[config.mk]
export PLATFORM = sky130hd
export DESIGN_NAME = branch_redirect_ctrl
export DESIGN_NICKNAME = d
export VERILOG_FILES = /design/src/rtl/branch_redirect_ctrl_pkg.sv /design/src/rtl/sat_counter.sv /design/src/rtl/branch_redirect_ctrl.sv
export SDC_FILE = /design/constraint.sdc
export NUM_CORES = 1
export LEC_CHECK = 0
export CELL_PAD_IN_SITES_DETAIL_PLACEMENT = 1
export CELL_PAD_IN_SITES_GLOBAL_PLACEMENT = 2
export CORE_UTILIZATION = 21
export CTS_CLUSTER_SIZE = 20
export DETAILED_ROUTE_END_ITERATION = 7
export PLACE_DENSITY_LB_ADDON = 0.1
export REMOVE_ABC_BUFFERS = 1
export SLEW_MARGIN = 30
export SYNTH_ARGS = -nofsm -noshare
export SYNTH_HDL_FRONTEND = slang
export SYNTH_SLANG_ARGS = --single-unit
[constraint.sdc]
create_clock -name clk_in -period 2.1 [get_ports clk_in]
set_input_delay 0.315 -clock clk_in [delete_from_list [all_inputs] [get_ports clk_in]]
set_output_delay 0.315 -clock clk_in [all_outputs]
set_load 0.005 [all_outputs]
[src/rtl/branch_redirect_ctrl_pkg.sv]
// rtl/branch_redirect_ctrl_pkg.sv - shared state encodings and constants for the branch redirect controller
package branch_redirect_ctrl_pkg;

  typedef enum logic [1:0] {
    ST_IDLE  = 2'd0,
    ST_REQ   = 2'd1,
    ST_FLUSH = 2'd2
  } brc_state_e;

  localparam int DEFAULT_FLUSH_CYCLES = 2;
  localparam int FLUSH_CNT_W          = 4;

endpackage

[src/rtl/sat_counter.sv]
// rtl/sat_counter.sv - saturating up-counter, reusable for performance counters
module sat_counter #(
  parameter int W = 32
) (
  input  logic         clk_in,
  input  logic         rst_in,
  input  logic         inc_in,
  output logic [W-1:0] cnt_out
);

  logic [W-1:0] cnt_d;
  logic [W-1:0] cnt_q;

  always_comb begin
    cnt_d = cnt_q;
    if (inc_in && (cnt_q != {W{1'b1}})) begin
      cnt_d = cnt_q + W'(1);
    end
  end

  always_ff @(posedge clk_in) begin
    if (rst_in) begin
      cnt_q <= '0;
    end else begin
      cnt_q <= cnt_d;
    end
  end

  assign cnt_out = cnt_q;

endmodule

[src/rtl/branch_redirect_ctrl.sv]
// rtl/branch_redirect_ctrl.sv - PC redirect handshake and IF/ID flush sequencing after a taken branch/jump
module branch_redirect_ctrl
  import branch_redirect_ctrl_pkg::*;
#(
  parameter int XLEN         = 64,
  parameter int FLUSH_CYCLES = DEFAULT_FLUSH_CYCLES,
  parameter int CNT_W        = 32
) (
  input  logic             clk_in,
  input  logic             rst_in,
  input  logic             ex_valid_in,
  input  logic             stall_in,
  input  logic             branch_jump_signal_in,
  input  logic [XLEN-1:0]  target_pc_in,
  input  logic             fetch_ready_in,
  output logic             redirect_valid_out,
  output logic [XLEN-1:0]  redirect_pc_out,
  output logic             flush_if_out,
  output logic             flush_id_out,
  output logic             busy_out,
  output logic             misalign_out,
  output logic [CNT_W-1:0] taken_cnt_out
);

  localparam logic [FLUSH_CNT_W-1:0] FLUSH_LOAD =
    FLUSH_CNT_W'((FLUSH_CYCLES > 0) ? (FLUSH_CYCLES - 1) : 0);

  brc_state_e             state_d, state_q;
  logic                   redirect_valid_d, redirect_valid_q;
  logic [XLEN-1:0]        redirect_pc_d, redirect_pc_q;
  logic                   flush_d, flush_q;
  logic                   misalign_d, misalign_q;
  logic [FLUSH_CNT_W-1:0] fcnt_d, fcnt_q;
  logic                   take;
  logic                   accept;

  always_comb begin
    take   = (state_q == ST_IDLE) & ex_valid_in & ~stall_in & branch_jump_signal_in;
    accept = (state_q == ST_REQ) & fetch_ready_in;

    state_d          = state_q;
    redirect_valid_d = redirect_valid_q;
    redirect_pc_d    = redirect_pc_q;
    flush_d          = flush_q;
    misalign_d       = 1'b0;
    fcnt_d           = fcnt_q;

    case (state_q)
      ST_IDLE: begin
        if (take) begin
          if (target_pc_in[1:0] == 2'b00) begin
            state_d          = ST_REQ;
            redirect_valid_d = 1'b1;
            redirect_pc_d    = target_pc_in;
            flush_d          = 1'b1;
          end else begin
            misalign_d = 1'b1;
          end
        end
      end
      ST_REQ: begin
        if (accept) begin
          redirect_valid_d = 1'b0;
          if (FLUSH_CYCLES == 0) begin
            state_d = ST_IDLE;
            flush_d = 1'b0;
          end else begin
            state_d = ST_FLUSH;
            fcnt_d  = FLUSH_LOAD;
          end
        end
      end
      ST_FLUSH: begin
        // Counter was loaded with N-1 so flush spans exactly N cycles here
        if (fcnt_q == '0) begin
          state_d = ST_IDLE;
          flush_d = 1'b0;
        end else begin
          fcnt_d = fcnt_q - FLUSH_CNT_W'(1);
        end
      end
      default: begin
        state_d          = ST_IDLE;
        redirect_valid_d = 1'b0;
        flush_d          = 1'b0;
      end
    endcase
  end

  always_ff @(posedge clk_in) begin
    if (rst_in) begin
      state_q          <= ST_IDLE;
      redirect_valid_q <= 1'b0;
      redirect_pc_q    <= '0;
      flush_q          <= 1'b0;
      misalign_q       <= 1'b0;
      fcnt_q           <= '0;
    end else begin
      state_q          <= state_d;
      redirect_valid_q <= redirect_valid_d;
      redirect_pc_q    <= redirect_pc_d;
      flush_q          <= flush_d;
      misalign_q       <= misalign_d;
      fcnt_q           <= fcnt_d;
    end
  end

  sat_counter #(
    .W(CNT_W)
  ) u_taken_cnt (
    .clk_in (clk_in),
    .rst_in (rst_in),
    .inc_in (accept),
    .cnt_out(taken_cnt_out)
  );

  assign redirect_valid_out = redirect_valid_q;
  assign redirect_pc_out    = redirect_pc_q;
  assign flush_if_out       = flush_q;
  assign flush_id_out       = flush_q;
  assign misalign_out       = misalign_q;
  assign busy_out           = (state_q != ST_IDLE);

endmodule

==> results.cfg, run 1 <==
[place]
io_buffers = 170
place_congestion = 0.794
dpl.hpwl_mm = 10.3
dpl-instance-area_sq_um = 6290
placedCellCount = 936

[logic_synthesis]
synth_compound_area_share_pct = 14.0
syn_inst = 510
synth_mux_area_share_pct = 0.506
ys_ff_latch = 105
synth-xor-area-share_pct = 4.17
yosysWarnings = 0
syn_area_per_cell_sq_um = 8.24
synthFlopType = dfxtp_1
synthDistinctLibCells = 47
synth_top_family_by_area = simple AND/OR/NAND/NOR gates
seq_area_frac_synth_pct = 50.0
synthSimpleGateAreaFrac_pct = 25.4
synth_edf_count = 0
synthArstFlopShare_pct = 0
synthesis.area_sq_um = 4200
synthAdderAreaFrac_pct = 0.596

[die]
die_h_um = 143
core_sq_um = 19500
die_x_um = 143
initial_utilization_pct = 21.5
pin_count = 171
rows = 51
die_area_sq_um = 20600

[timing]
grt_setup_unrepaired = false
hold_viol_final = 0
maxSlewHeadroom_pct = 71.9
worstMarginPinSlew_ns = 0.420
period_share_pct = 93.6
finalSetupViolCount = 0
maxSlewViolCount = 0
fin_worst_skew_ns = 0.00954
period_needed_ns = 1.97
max_freq_mhz = 509

[finish]
areaGrowthSynthToFinish_pct = 57.2
final_layout_size_suffix_gt1_share_pct = 8.59
mostFrequentLayoutCell = clkdlybuf4s50_1
nets = 754
layout_common_cells = clkdlybuf4s50_1, nand2_1, dfxtp_1, a21oi_1
instances_no_fill = 952
antenna_cells = 0
n_fill_cell = 2302
final_area_sq_um = 6600
final_util_pct = 33.8

[detailed_routing]
drt_iter0_markers = 152
routed_wl_mm = 14.3
topRoutingLayerUsed = met4
wl_per_cell_um = 15.1
via_count = 4121
detail-route-antenna-nets = 0
wl_met1_mm = 6.90
dr_wl_met2_mm = 6.60
via_per_inst = 4.33
route.met3.wl_um = 705
drc = 0
first_pass_iters = 4

[critical_path]
startpoint_type = flop
r2r_slack_ns = 0.13
r2r.worst_path.cells = 7
rr_endpoint = u_taken_cnt.cnt_out[23]
crit_start = u_taken_cnt.cnt_out[1]
crit_arrival_ns = 2.24
path_class = reg -> reg
crit_fanout = 7
r2r-start = u_taken_cnt.cnt_out[1]
end_kind = flop
crit_required_ns = 2.37

[cts]
clkLatencyLatePin_ns = 0.35
cts_buffers = 9
cts_sinks = 105
cts.clk_slew.worst_paths_ns = 0.08
cts_setup_buffers = 0
clk_path_buf_depth = 2
cts_tree = done
ctsHoldBuffers = 0
htreeDepth = 3
root_buffer = clkbuf_16

[run_status]
outcome = complete, no violations

[power]
p_leak_nw = 2.17
vdd_drop_max_mv = 0.336
powerDensity_nw_per_um2 = 614

[worst_hold_path]
holdCritPathClass = in -> reg
min_to = u_taken_cnt.cnt_out[3]
hold_depth = 2
min-delay-start = rst_in

[grt]
grt_pass1_vias = 4313
grt_usage_pct = 14.1
overflow = 0
grt_pass1_wl_mm = 22.6
grt_max_degree = 65
antenna_found_initial = 0

[run]
max_cap_viol_count = 0
-- flip-flops by register name, summed over array words and instances (netlist names) --
name,cells
fcnt_q,4
flush_id_out,1
misalign_out,1
redirect_pc_out,64
redirect_valid_out,1
state_q,2
u_taken_cnt.cnt_out,32
-- synthesized netlist by cell type (2+ instances only) --
library cell | count | share of area, %
nor3b_1 | 2 | 0.36
and3_2 | 3 | 0.54
dfxtp_1 | 105 | 50
buf_2 | 6 | 0.71
buf_4 | 4 | 0.71
a211oi_1 | 5 | 0.89
nand3_1 | 7 | 0.83
and3_1 | 3 | 0.45
nand2b_1 | 3 | 0.45
and4_2 | 3 | 0.71
nor4_1 | 8 | 1.2
a31oi_1 | 5 | 0.74
buf_6 | 4 | 1.1
ha_1 | 2 | 0.60
nor3_1 | 8 | 0.95
clkbuf_1 | 20 | 1.8
and4_1 | 2 | 0.42
nand2_1 | 137 | 12
o21ai_0 | 8 | 0.95
inv_1 | 6 | 0.54
o31ai_1 | 2 | 0.36
a21oi_1 | 79 | 9.4
nor2_1 | 26 | 2.3
a31o_2 | 2 | 0.42
nand4_1 | 10 | 1.5
or4_1 | 3 | 0.54
xnor2_1 | 19 | 4.0
or3_1 | 9 | 1.3
-- routing by layer --
| metal | vias up | track usage (%) |
|---|---|---|
| li1 | 2063 | - |
| met1 | 1944 | 18.1 |
| met2 | 105 | 23.8 |
| met3 | 9 | 2.50 |
| met4 | 0 | 4.70 |
| met5 | - | 0 |
-- where the power goes --
part           switching [mW]  internal, mW
combinational          0.0948         0.163
clock                   0.811         0.972
sequential            0.00839          2.01
total                   0.914          3.14
-- critical path, cell delays in order, from the launching register on --
cell     delay [ns]
dfxtp_1        0.34
ha_1           0.20
and2_1         0.17
and3_2         0.25
a211o_1        0.31
buf_4          0.17
or3_1          0.31
a21oi_1        0.15
-- worst max path at each step --
stage,end,slack [ns],cells after the start
final,u_taken_cnt.cnt_out[23],0.13,7
after detailed placement,u_taken_cnt.cnt_out[30],-0.09,8
after CTS,u_taken_cnt.cnt_out[23],0.13,7
after floorplan,redirect_pc_out[10],-2.54,5
after global routing,redirect_pc_out[15],0.01,6
after global placement,u_taken_cnt.cnt_out[21],-0.07,7
-- layout make-up --
type | instances | area [sq um] | share of cell area, %
Clock buffer | 10 | 239 | 3.62
Clock inverter | 6 | 72.6 | 1.10
Inverter | 6 | 22.5 | 0.341
Multi-Input combinational cell | 362 | 1890 | 28.6
Sequential cell | 105 | 2100 | 31.8
Tap cell | 265 | 332 | 5.02
Timing Repair Buffer | 198 | 1950 | 29.5
-- stage by stage --
stage	worst slack [ns]	setup TNS (ns)	power (mW)	hold slack [ns]
floorplan	-2.54	-190.47	2.10	0.384
global placement	-0.0676	-0.204	2.32	0.440
detailed placement	-0.0892	-0.671	2.32	0.446
CTS	0.131	0	4.16	0.258
global route	0.0102	0	4.23	0.284
finish	0.135	0	4.06	0.261
-- cells by family after synthesis --
logic type	after synthesis
AND/OR/NAND/NOR	231
AO/OA/AOI/OAI	107
flip-flops	105
buffers and inverters	43
XOR/XNOR	20
multiplexers	2
adder cells (fa/ha/maj)	2
-- what timing repair did --
item | in CTS | in global routing
endpoints found under the setup margin | 0 | 1
endpoints found under the hold margin | 0 | 0
resized for setup | 0 | 1
Power figures use the tool's default switching activity.
==> run 2: changes to the inputs <==
SLEW_MARGIN = 0   (was 30)
==> results of run 2 <==
No change in the layout: final DEF, timing and power equal those of run 1.
